<file path="src/rtl/cp0_unit_if.sv">
// cp0_unit_if: M-stage request, mtc0/mfc0 and redirect signals between the pipeline and CP0.
`default_nettype none

interface cp0_unit_if #(
  parameter int NUM_HWINT = 6
);
  logic [31:0]          PC4M;
  logic                 BD_M;
  logic                 ValidM;
  logic [4:0]           ExcCode_M;
  logic [NUM_HWINT-1:0] HWInt;
  logic                 WE;
  logic [4:0]           Addr;
  logic [31:0]          WData;
  logic                 EretM;
  logic [31:0]          RData;
  logic [31:0]          EPC_out;
  logic                 EXL_out;
  logic                 Req;
  logic [31:0]          Vector;

  modport master (
    output PC4M, BD_M, ValidM, ExcCode_M, HWInt, WE, Addr, WData, EretM,
    input  RData, EPC_out, EXL_out, Req, Vector
  );

  modport slave (
    input  PC4M, BD_M, ValidM, ExcCode_M, HWInt, WE, Addr, WData, EretM,
    output RData, EPC_out, EXL_out, Req, Vector
  );
endinterface

`default_nettype wire

</file>
<file path="src/rtl/cp0_unit.sv">
// cp0_unit: CP0 exception/interrupt arbiter and SR/Cause/EPC/PRId state beside the M stage.
// Optional Count/Compare timer is enabled by defining CP0_TIMER_EN.
`default_nettype none

module cp0_unit #(
  parameter int          NUM_HWINT    = 6,
  parameter logic [31:0] HANDLER_ADDR = 32'h0000_4180,
  parameter logic [31:0] PRID         = 32'h0000_0000
) (
  input  wire logic   Clk,
  input  wire logic   Reset,
  cp0_unit_if.slave   bus
);

  localparam logic [4:0] ADDR_COUNT   = 5'd9;
  localparam logic [4:0] ADDR_COMPARE = 5'd11;
  localparam logic [4:0] ADDR_SR      = 5'd12;
  localparam logic [4:0] ADDR_CAUSE   = 5'd13;
  localparam logic [4:0] ADDR_EPC     = 5'd14;
  localparam logic [4:0] ADDR_PRID    = 5'd15;

  logic [5:0]  sr_im;
  logic        sr_exl;
  logic        sr_ie;
  logic        cause_bd;
  logic [5:0]  cause_ip;
  logic [4:0]  cause_exc;
  logic [31:2] epc;

  logic [5:0]  hw_pad;
  logic [5:0]  ip_next;
  logic        int_req;
  logic        exc_req;
  logic        req;
  logic        wr_en;
  logic [31:0] epc_target;

  // Unused IP positions above NUM_HWINT are tied low.
  for (genvar i = 0; i < 6; i++) begin : g_ip
    if (i < NUM_HWINT) begin : g_line
      assign hw_pad[i] = bus.HWInt[i];
    end else begin : g_tie
      assign hw_pad[i] = 1'b0;
    end
  end

`ifdef CP0_TIMER_EN
  logic [31:0] count;
  logic [31:0] compare;
  logic        ti;

  always_ff @(posedge Clk) begin
    if (Reset) begin
      count   <= 32'd0;
      compare <= 32'd0;
      ti      <= 1'b0;
    end else begin
      count <= count + 32'd1;
      if (wr_en && bus.Addr == ADDR_COMPARE) begin
        compare <= bus.WData;
        ti      <= 1'b0;
      end else if (count == compare && compare != 32'd0) begin
        ti <= 1'b1;
      end
    end
  end

  assign ip_next = {hw_pad[5:1], hw_pad[0] | ti};
`else
  assign ip_next = hw_pad;
`endif

  assign int_req    = sr_ie & ~sr_exl & (|(cause_ip & sr_im));
  assign exc_req    = ~sr_exl & (bus.ExcCode_M != 5'd0);
  assign req        = bus.ValidM & (int_req | exc_req);
  // A taken exception swallows any mtc0/eret sharing its cycle.
  assign wr_en      = bus.WE & ~req;
  assign epc_target = bus.PC4M - (bus.BD_M ? 32'd8 : 32'd4);

  always_ff @(posedge Clk) begin
    if (Reset) begin
      sr_im     <= 6'd0;
      sr_exl    <= 1'b0;
      sr_ie     <= 1'b0;
      cause_bd  <= 1'b0;
      cause_ip  <= 6'd0;
      cause_exc <= 5'd0;
      epc       <= 30'd0;
    end else begin
      cause_ip <= ip_next;
      if (req) begin
        sr_exl    <= 1'b1;
        cause_bd  <= bus.BD_M;
        cause_exc <= int_req ? 5'd0 : bus.ExcCode_M;
        epc       <= epc_target[31:2];
      end else begin
        if (wr_en && bus.Addr == ADDR_SR) begin
          sr_im  <= bus.WData[15:10];
          sr_exl <= bus.WData[1];
          sr_ie  <= bus.WData[0];
        end
        if (wr_en && bus.Addr == ADDR_EPC) begin
          epc <= bus.WData[31:2];
        end
        if (bus.EretM) begin
          sr_exl <= 1'b0;
        end
      end
    end
  end

  always_comb begin
    bus.RData = 32'd0;
    case (bus.Addr)
      ADDR_SR:    bus.RData = {16'd0, sr_im, 8'd0, sr_exl, sr_ie};
      ADDR_CAUSE: bus.RData = {cause_bd, 15'd0, cause_ip, 3'd0, cause_exc, 2'd0};
      // Same-cycle mtc0 to EPC is forwarded raw so a following mfc0 sees it.
      ADDR_EPC:   bus.RData = wr_en ? bus.WData : {epc, 2'b00};
      ADDR_PRID:  bus.RData = PRID;
`ifdef CP0_TIMER_EN
      ADDR_COUNT:   bus.RData = count;
      ADDR_COMPARE: bus.RData = compare;
`endif
      default:    bus.RData = 32'd0;
    endcase
  end

  assign bus.EPC_out = {epc, 2'b00};
  assign bus.EXL_out = sr_exl;
  assign bus.Req     = req;
  assign bus.Vector  = HANDLER_ADDR;

endmodule

`default_nettype wire

</file>
<file path="src/flat_wrapper.sv">
// flat-port wrapper written by rule: the top's interface ports become plain ports
module cp0_unit_flat 
#(
  parameter int          NUM_HWINT    = 6,
  parameter logic [31:0] HANDLER_ADDR = 32'h0000_4180,
  parameter logic [31:0] PRID         = 32'h0000_0000
)
  (Clk, Reset, bus_PC4M, bus_BD_M, bus_ValidM, bus_ExcCode_M, bus_HWInt, bus_WE, bus_Addr, bus_WData, bus_EretM, bus_RData, bus_EPC_out, bus_EXL_out, bus_Req, bus_Vector);
  cp0_unit_if #(.NUM_HWINT(NUM_HWINT)) bus_i ();
  input  wire logic Clk;
  input  wire logic Reset;
  input wire logic [$bits(bus_i.PC4M)-1:0] bus_PC4M;
  input wire logic [$bits(bus_i.BD_M)-1:0] bus_BD_M;
  input wire logic [$bits(bus_i.ValidM)-1:0] bus_ValidM;
  input wire logic [$bits(bus_i.ExcCode_M)-1:0] bus_ExcCode_M;
  input wire logic [$bits(bus_i.HWInt)-1:0] bus_HWInt;
  input wire logic [$bits(bus_i.WE)-1:0] bus_WE;
  input wire logic [$bits(bus_i.Addr)-1:0] bus_Addr;
  input wire logic [$bits(bus_i.WData)-1:0] bus_WData;
  input wire logic [$bits(bus_i.EretM)-1:0] bus_EretM;
  output wire logic [$bits(bus_i.RData)-1:0] bus_RData;
  output wire logic [$bits(bus_i.EPC_out)-1:0] bus_EPC_out;
  output wire logic [$bits(bus_i.EXL_out)-1:0] bus_EXL_out;
  output wire logic [$bits(bus_i.Req)-1:0] bus_Req;
  output wire logic [$bits(bus_i.Vector)-1:0] bus_Vector;
  assign bus_i.PC4M = bus_PC4M;
  assign bus_i.BD_M = bus_BD_M;
  assign bus_i.ValidM = bus_ValidM;
  assign bus_i.ExcCode_M = bus_ExcCode_M;
  assign bus_i.HWInt = bus_HWInt;
  assign bus_i.WE = bus_WE;
  assign bus_i.Addr = bus_Addr;
  assign bus_i.WData = bus_WData;
  assign bus_i.EretM = bus_EretM;
  assign bus_RData = bus_i.RData;
  assign bus_EPC_out = bus_i.EPC_out;
  assign bus_EXL_out = bus_i.EXL_out;
  assign bus_Req = bus_i.Req;
  assign bus_Vector = bus_i.Vector;
  cp0_unit #(.NUM_HWINT(NUM_HWINT), .HANDLER_ADDR(HANDLER_ADDR), .PRID(PRID)) u_core (.Clk(Clk), .Reset(Reset), .bus(bus_i));
endmodule
</file>
<file path="config.mk">
export PLATFORM = sky130hd
export DESIGN_NAME = cp0_unit_flat
export DESIGN_NICKNAME = d
export VERILOG_FILES = /design/src/rtl/cp0_unit_if.sv /design/src/rtl/cp0_unit.sv /design/src/flat_wrapper.sv
export SDC_FILE = /design/constraint.sdc
export NUM_CORES = 1
export LEC_CHECK = 0
export ABC_CLOCK_PERIOD_IN_PS = 6400
export CORE_MARGIN = 3
export CORE_UTILIZATION = 44
export CTS_CLUSTER_DIAMETER = 50
export DETAILED_ROUTE_END_ITERATION = 8
export GPL_ROUTABILITY_DRIVEN = 0
export PLACE_DENSITY = 0.88
export REMOVE_ABC_BUFFERS = 1
export SYNTH_ARGS = -nofsm -noshare
export SYNTH_HDL_FRONTEND = slang
export SYNTH_SLANG_ARGS = --single-unit
export TNS_END_PERCENT = 30
</file>
<file path="constraint.sdc">
create_clock -name Clk -period 6.4 [get_ports Clk]
set_input_delay 1.28 -clock Clk [delete_from_list [all_inputs] [get_ports Clk]]
set_output_delay 1.28 -clock Clk [all_outputs]
set_load 0.02 [all_outputs]
</file>
Word level (Yosys, flattened, before mapping)
Cells that the tools add are included.

Bits in registers: 50. Bits of input ports: 86. Output and inout bits: 98. Word-level logic and storage cells: 36.

$add $sub $neg: 1. Eq/ne operators: 3. Muxes and demuxes: 9. Bitwise logic cells: 9. Reduce and logical (&&, ||, !) cells: 7.

Operators by type and width (count): 32-bit one-hot mux with 3 select lines (1); 30-bit two-way mux (2); 32-bit two-way mux (1); 32-bit subtractor (1); 5-bit by 4-bit == test with 1-bit output, second input constant (3); 6-bit bitwise AND (1); 6-bit OR reduction (1); 1-bit bitwise AND (5); 5-bit two-way mux (1); 5-bit nonzero test (1); 4-bit two-way mux (1); 1-bit two-way mux (3); 3-bit nonzero test (1); 1-bit logical AND (2); 1-bit NOT (2); 2-bit AND reduction (1); 2-bit nonzero test (1); 1-bit bitwise OR (1).

Depth between registers and ports, before layout
Depth in word-level cells: 11. Depth in mapped cells: 8. Mapped depth without buffers: 7.

Least setup slack after synthesis
No wires, ideal clock.

Kind: input port to output port. From: in bus_ExcCode_M[2]. To: out bus_RData[21]. Arrival time: 2.813 ns. Required time: 5.120 ns. Setup slack: 2.307 ns. Cell stages on the path: 6. Path buffers: 1. Cells stage by stage: or4_1 -> o21a_1 -> nor2_4 -> buf_2 -> nand3_1 -> a21oi_1.

Longest elaborated chain between the ends: 8.

Ends and longest elaborated chain: from (decl) (line flat_wrapper.sv:15) `input wire logic [$bits(bus_i.ExcCode_M)-1:0] bus_ExcCode_M;`; 5-bit nonzero test (line cp0_unit.sv:74) `assign exc_req = ~sr_exl & (bus.ExcCode_M != 5'd0);`; 1-bit bitwise AND (line cp0_unit.sv:74); 1-bit bitwise OR (line cp0_unit.sv:75) `assign req = bus.ValidM & (int_req | exc_req);`; 1-bit bitwise AND (line cp0_unit.sv:75); 1-bit NOT (line cp0_unit.sv:77) `assign wr_en = bus.WE & ~req;`; 1-bit bitwise AND (line cp0_unit.sv:77); 32-bit two-way mux (line cp0_unit.sv:118) `ADDR_EPC: bus.RData = wr_en ? bus.WData : {epc, 2'b00};`; 32-bit one-hot mux with 3 select lines (line cp0_unit.sv:114) `case (bus.Addr)`; to (decl) (line flat_wrapper.sv:21) `output wire logic [$bits(bus_i.RData)-1:0] bus_RData;`.

Every way passes these cells.

Worst setup path in the final report
From: in bus_ExcCode_M[1]. To: out bus_RData[25].

Same word-level chain as after synthesis.

==> metrics <==
status completed; Die Ht approximately 96 µm; total of endpoints with negative setup slack in the final report 0; Yosys top cell by area sky130_fd_sc_hd__dfxtp_1; most frequent cell on the critical path sky130_fd_sc_hd__clkdlybuf4s50_1; final period demand of the worst path 5.35 ns; Synth top area share approximately 28%; fraction of synthesis flops using an asynchronous set or reset pin 0%; number of antenna violations at the first check in global routing 0; top post-synthesis cells by area sky130_fd_sc_hd__dfxtp_1, sky130_fd_sc_hd__mux2i_1, sky130_fd_sc_hd__buf_4; number of antenna repair diodes 0; most common cell after layout, fill and taps aside sky130_fd_sc_hd__clkdlybuf4s50_1; vias in the first global route between 3,000 and 4,000; Max Clock Skew roughly 0.012 ns; share of layout cells above drive strength 1 under 10%; number of hold-repair buffers added at the cts stage 0; number of enable-type register cells in the synthesized netlist 0; total wire length approximately 10,000 µm; Avg WL per Cell ~16 µm; setup repair after global routing missed its margin false; Clock Tree Buf Depth 2; die width about 96 µm; Vias approximately 3,400; I/O pin count 184; final global-route overflow total 0; clock-pin slew on the worst setup and hold paths roughly 0.09 ns; global-route usage over all layers a little under a quarter; biggest fanout along the worst timing path 18; Total Neg Setup Slack 0 ns; Slowest-stage cell, CP sky130_fd_sc_hd__clkdlybuf4s50_1; HP Class reg2reg; Max H-tree Level 2; total iterations of the first detailed-routing run 5; drt initial violations around 170; ys flop type sky130_fd_sc_hd__dfxtp_1; number of distinct standard cells referenced by the synthesized netlist about 50; CP endpoint kind output port; die area around 9100 µm²; total number of clock tree sinks 50; number of max-slew violations in the final report 0; number of nets in the layout between 600 and 700; post_cts resized 0; actual slew at the worst max-slew pin ~0.7 ns; flip-flop and latch count after synthesis 50; relative slew slack between 50 and 60%; CTS tree built; relative area change from synthesis to final layout 42.8%; Worst EP required between 5 and 6 ns; FMAX 187 MHz; CP cell instances clkdlybuf4s50_1 -> or4_1 -> o21ai_0 -> a31oi_2 -> buf_4 -> a22o_1 -> clkdlybuf4s50_1; Final ANT Viol Nets 0; Yosys warnings 0; total clock buffers created by CTS 5; largest stage delay on the critical path ~0.55 ns; number of cells produced by synthesis ~410; starting density of the core between 40% and 50%; Core Area around 7800 µm²; detailed placer's ending HPWL 8030 µm; fill cell instance count of the final layout 660; total standard cell area after synthesis about 3500 µm²; power density over the cells 155 nW/µm²; number of vias per cell 5.35; Final Core Density 64.9%; post-CTS setup buffer count 0; CTS root buf sky130_fd_sc_hd__clkbuf_8; port buffer count 147; pin count of the biggest net entering global routing 39; peak supply drop approximately 0.13 mV; commonest cells after routing, fill and taps aside sky130_fd_sc_hd__clkdlybuf4s50_1, sky130_fd_sc_hd__dfxtp_1, sky130_fd_sc_hd__nor2_1; startpoint kind of the worst setup timing path primary input; number of hold violations in the final report 0; final clock period utilization by the worst path 83.5%; sequential fraction of the synthesis area 28.3%; post-synthesis average cell area just under 9 µm²; wire length of the first global-routing pass approximately 17,000 µm; residual DRC count 0; path type of the worst setup path in2out; count of standard-cell rows 32; Leak Pwr 1.96 nW; CP Data Arrival Time roughly 4.1 ns; max capacitance violation total 0; clk_lat worst skew 0.30 ns
-- stage by stage --
| stage | setup slack [ns] | area (µm²) | power [mW] | std cells | hold WS [ns] |
|---|---|---|---|---|---|
| after floorplan | 1.00 | 3280 | 0.467 | 380 | 0.430 |
| after global placement | 1.10 | 4950 | 0.591 | 636 | 0.448 |
| after detailed placement | 1.03 | 4950 | 0.597 | 636 | 0.452 |
| after CTS | 1.04 | 5040 | 0.786 | 644 | 0.465 |
| after global routing | 0.918 | 5040 | 0.821 | 644 | 0.501 |
| final | 1.05 | 5040 | 0.782 | 644 | 0.461 |
-- worst max-delay path: cells and delay by family --
kind	cells	cell delay (ns)
buffers and inverters	3	1.31
AND/OR/NAND/NOR	1	0.53
AO/OA/AOI/OAI	3	0.93
-- synthesized netlist by cell type (all sizes together) (2+ instances only) --
master	count
nor4	11
and3b	2
buf	49
xnor2	20
dfxtp	50
a211oi	15
or4	5
o21ai	14
mux2	17
xor2	4
or2	2
nand3	9
a22o	26
o21a	2
o31ai	2
o31a	3
inv	9
nand2	19
conb	2
nor3	14
a221o	6
mux2i	27
a31oi	2
nand4	5
ha	2
nor2	39
clkbuf	9
a21oi	16
a22oi	6
nor2b	9
-- final timing paths --
kind / from / endpoint / slack, ns / cells past startpoint
setup reg to reg: u_core.bus.EXL_out / u_core.cause_exc[4] / 4.32 / 6
hold / removal: u_core.cause_bd / u_core.cause_bd / 0.46 / 2
setup / recovery: bus_ExcCode_M[1] / bus_RData[25] / 1.05 / 7
hold reg to reg: u_core.cause_bd / u_core.cause_bd / 0.46 / 2
-- cell families (layout without fill, tap and decap cells) --
logic type / after synthesis / in the layout / share of synthesized area (%)
adder cells (fa/ha/maj): 3 / 3 / 1.27
multiplexers: 44 / 44 / 13.1
AND/OR/NAND/NOR: 119 / 119 / 19.7
XOR/XNOR: 24 / 24 / 5.95
flip-flops: 50 / 50 / 28.3
AO/OA/AOI/OAI: 97 / 97 / 20.1
buffers and inverters: 67 / 171 / 11.4
other: 2 / 34 / 0.213
-- state kept, by name, indices dropped and copies added (netlist names) --
register / cells
u_core.bus.EXL_out: 1
u_core.cause_bd: 1
u_core.cause_exc: 5
u_core.cause_ip: 6
u_core.epc: 30
u_core.sr_ie: 1
u_core.sr_im: 6
-- where the power goes --
part / switching (mW) / leakage [nW] / internal, mW
sequential: 0.0165 / 0.413 / 0.333
clock: 0.113 / 0.0408 / 0.0784
combinational: 0.123 / 1.50 / 0.118
total: 0.252 / 1.96 / 0.530
-- final cells by class --
| cell class | instances | area, µm² | share of cell area [%] |
|---|---|---|---|
| Clock inverter | 3 | 23.8 | 0.471 |
| Inverter | 9 | 33.8 | 0.670 |
| Clock buffer | 5 | 68.8 | 1.36 |
| Tap cell | 102 | 128 | 2.53 |
| Multi-Input combinational cell | 321 | 2270 | 44.9 |
| Sequential cell | 50 | 1000 | 19.8 |
| Timing Repair Buffer | 154 | 1520 | 30.2 |
-- routing by layer --
layer / part of all wire, % / global-route usage (%) / vias up / wire length [µm]
li1: - / - / 1696 / -
met1: 42 / 29.4 / 1612 / 4300
met2: 50 / 39.4 / 132 / 5220
met3: 7.0 / 4.10 / 8 / 729
met4: 0.98 / 4.50 / 0 / 101
met5: 0 / 0 / - / 0
No activity file was read; power rests on OpenSTA's default activity.
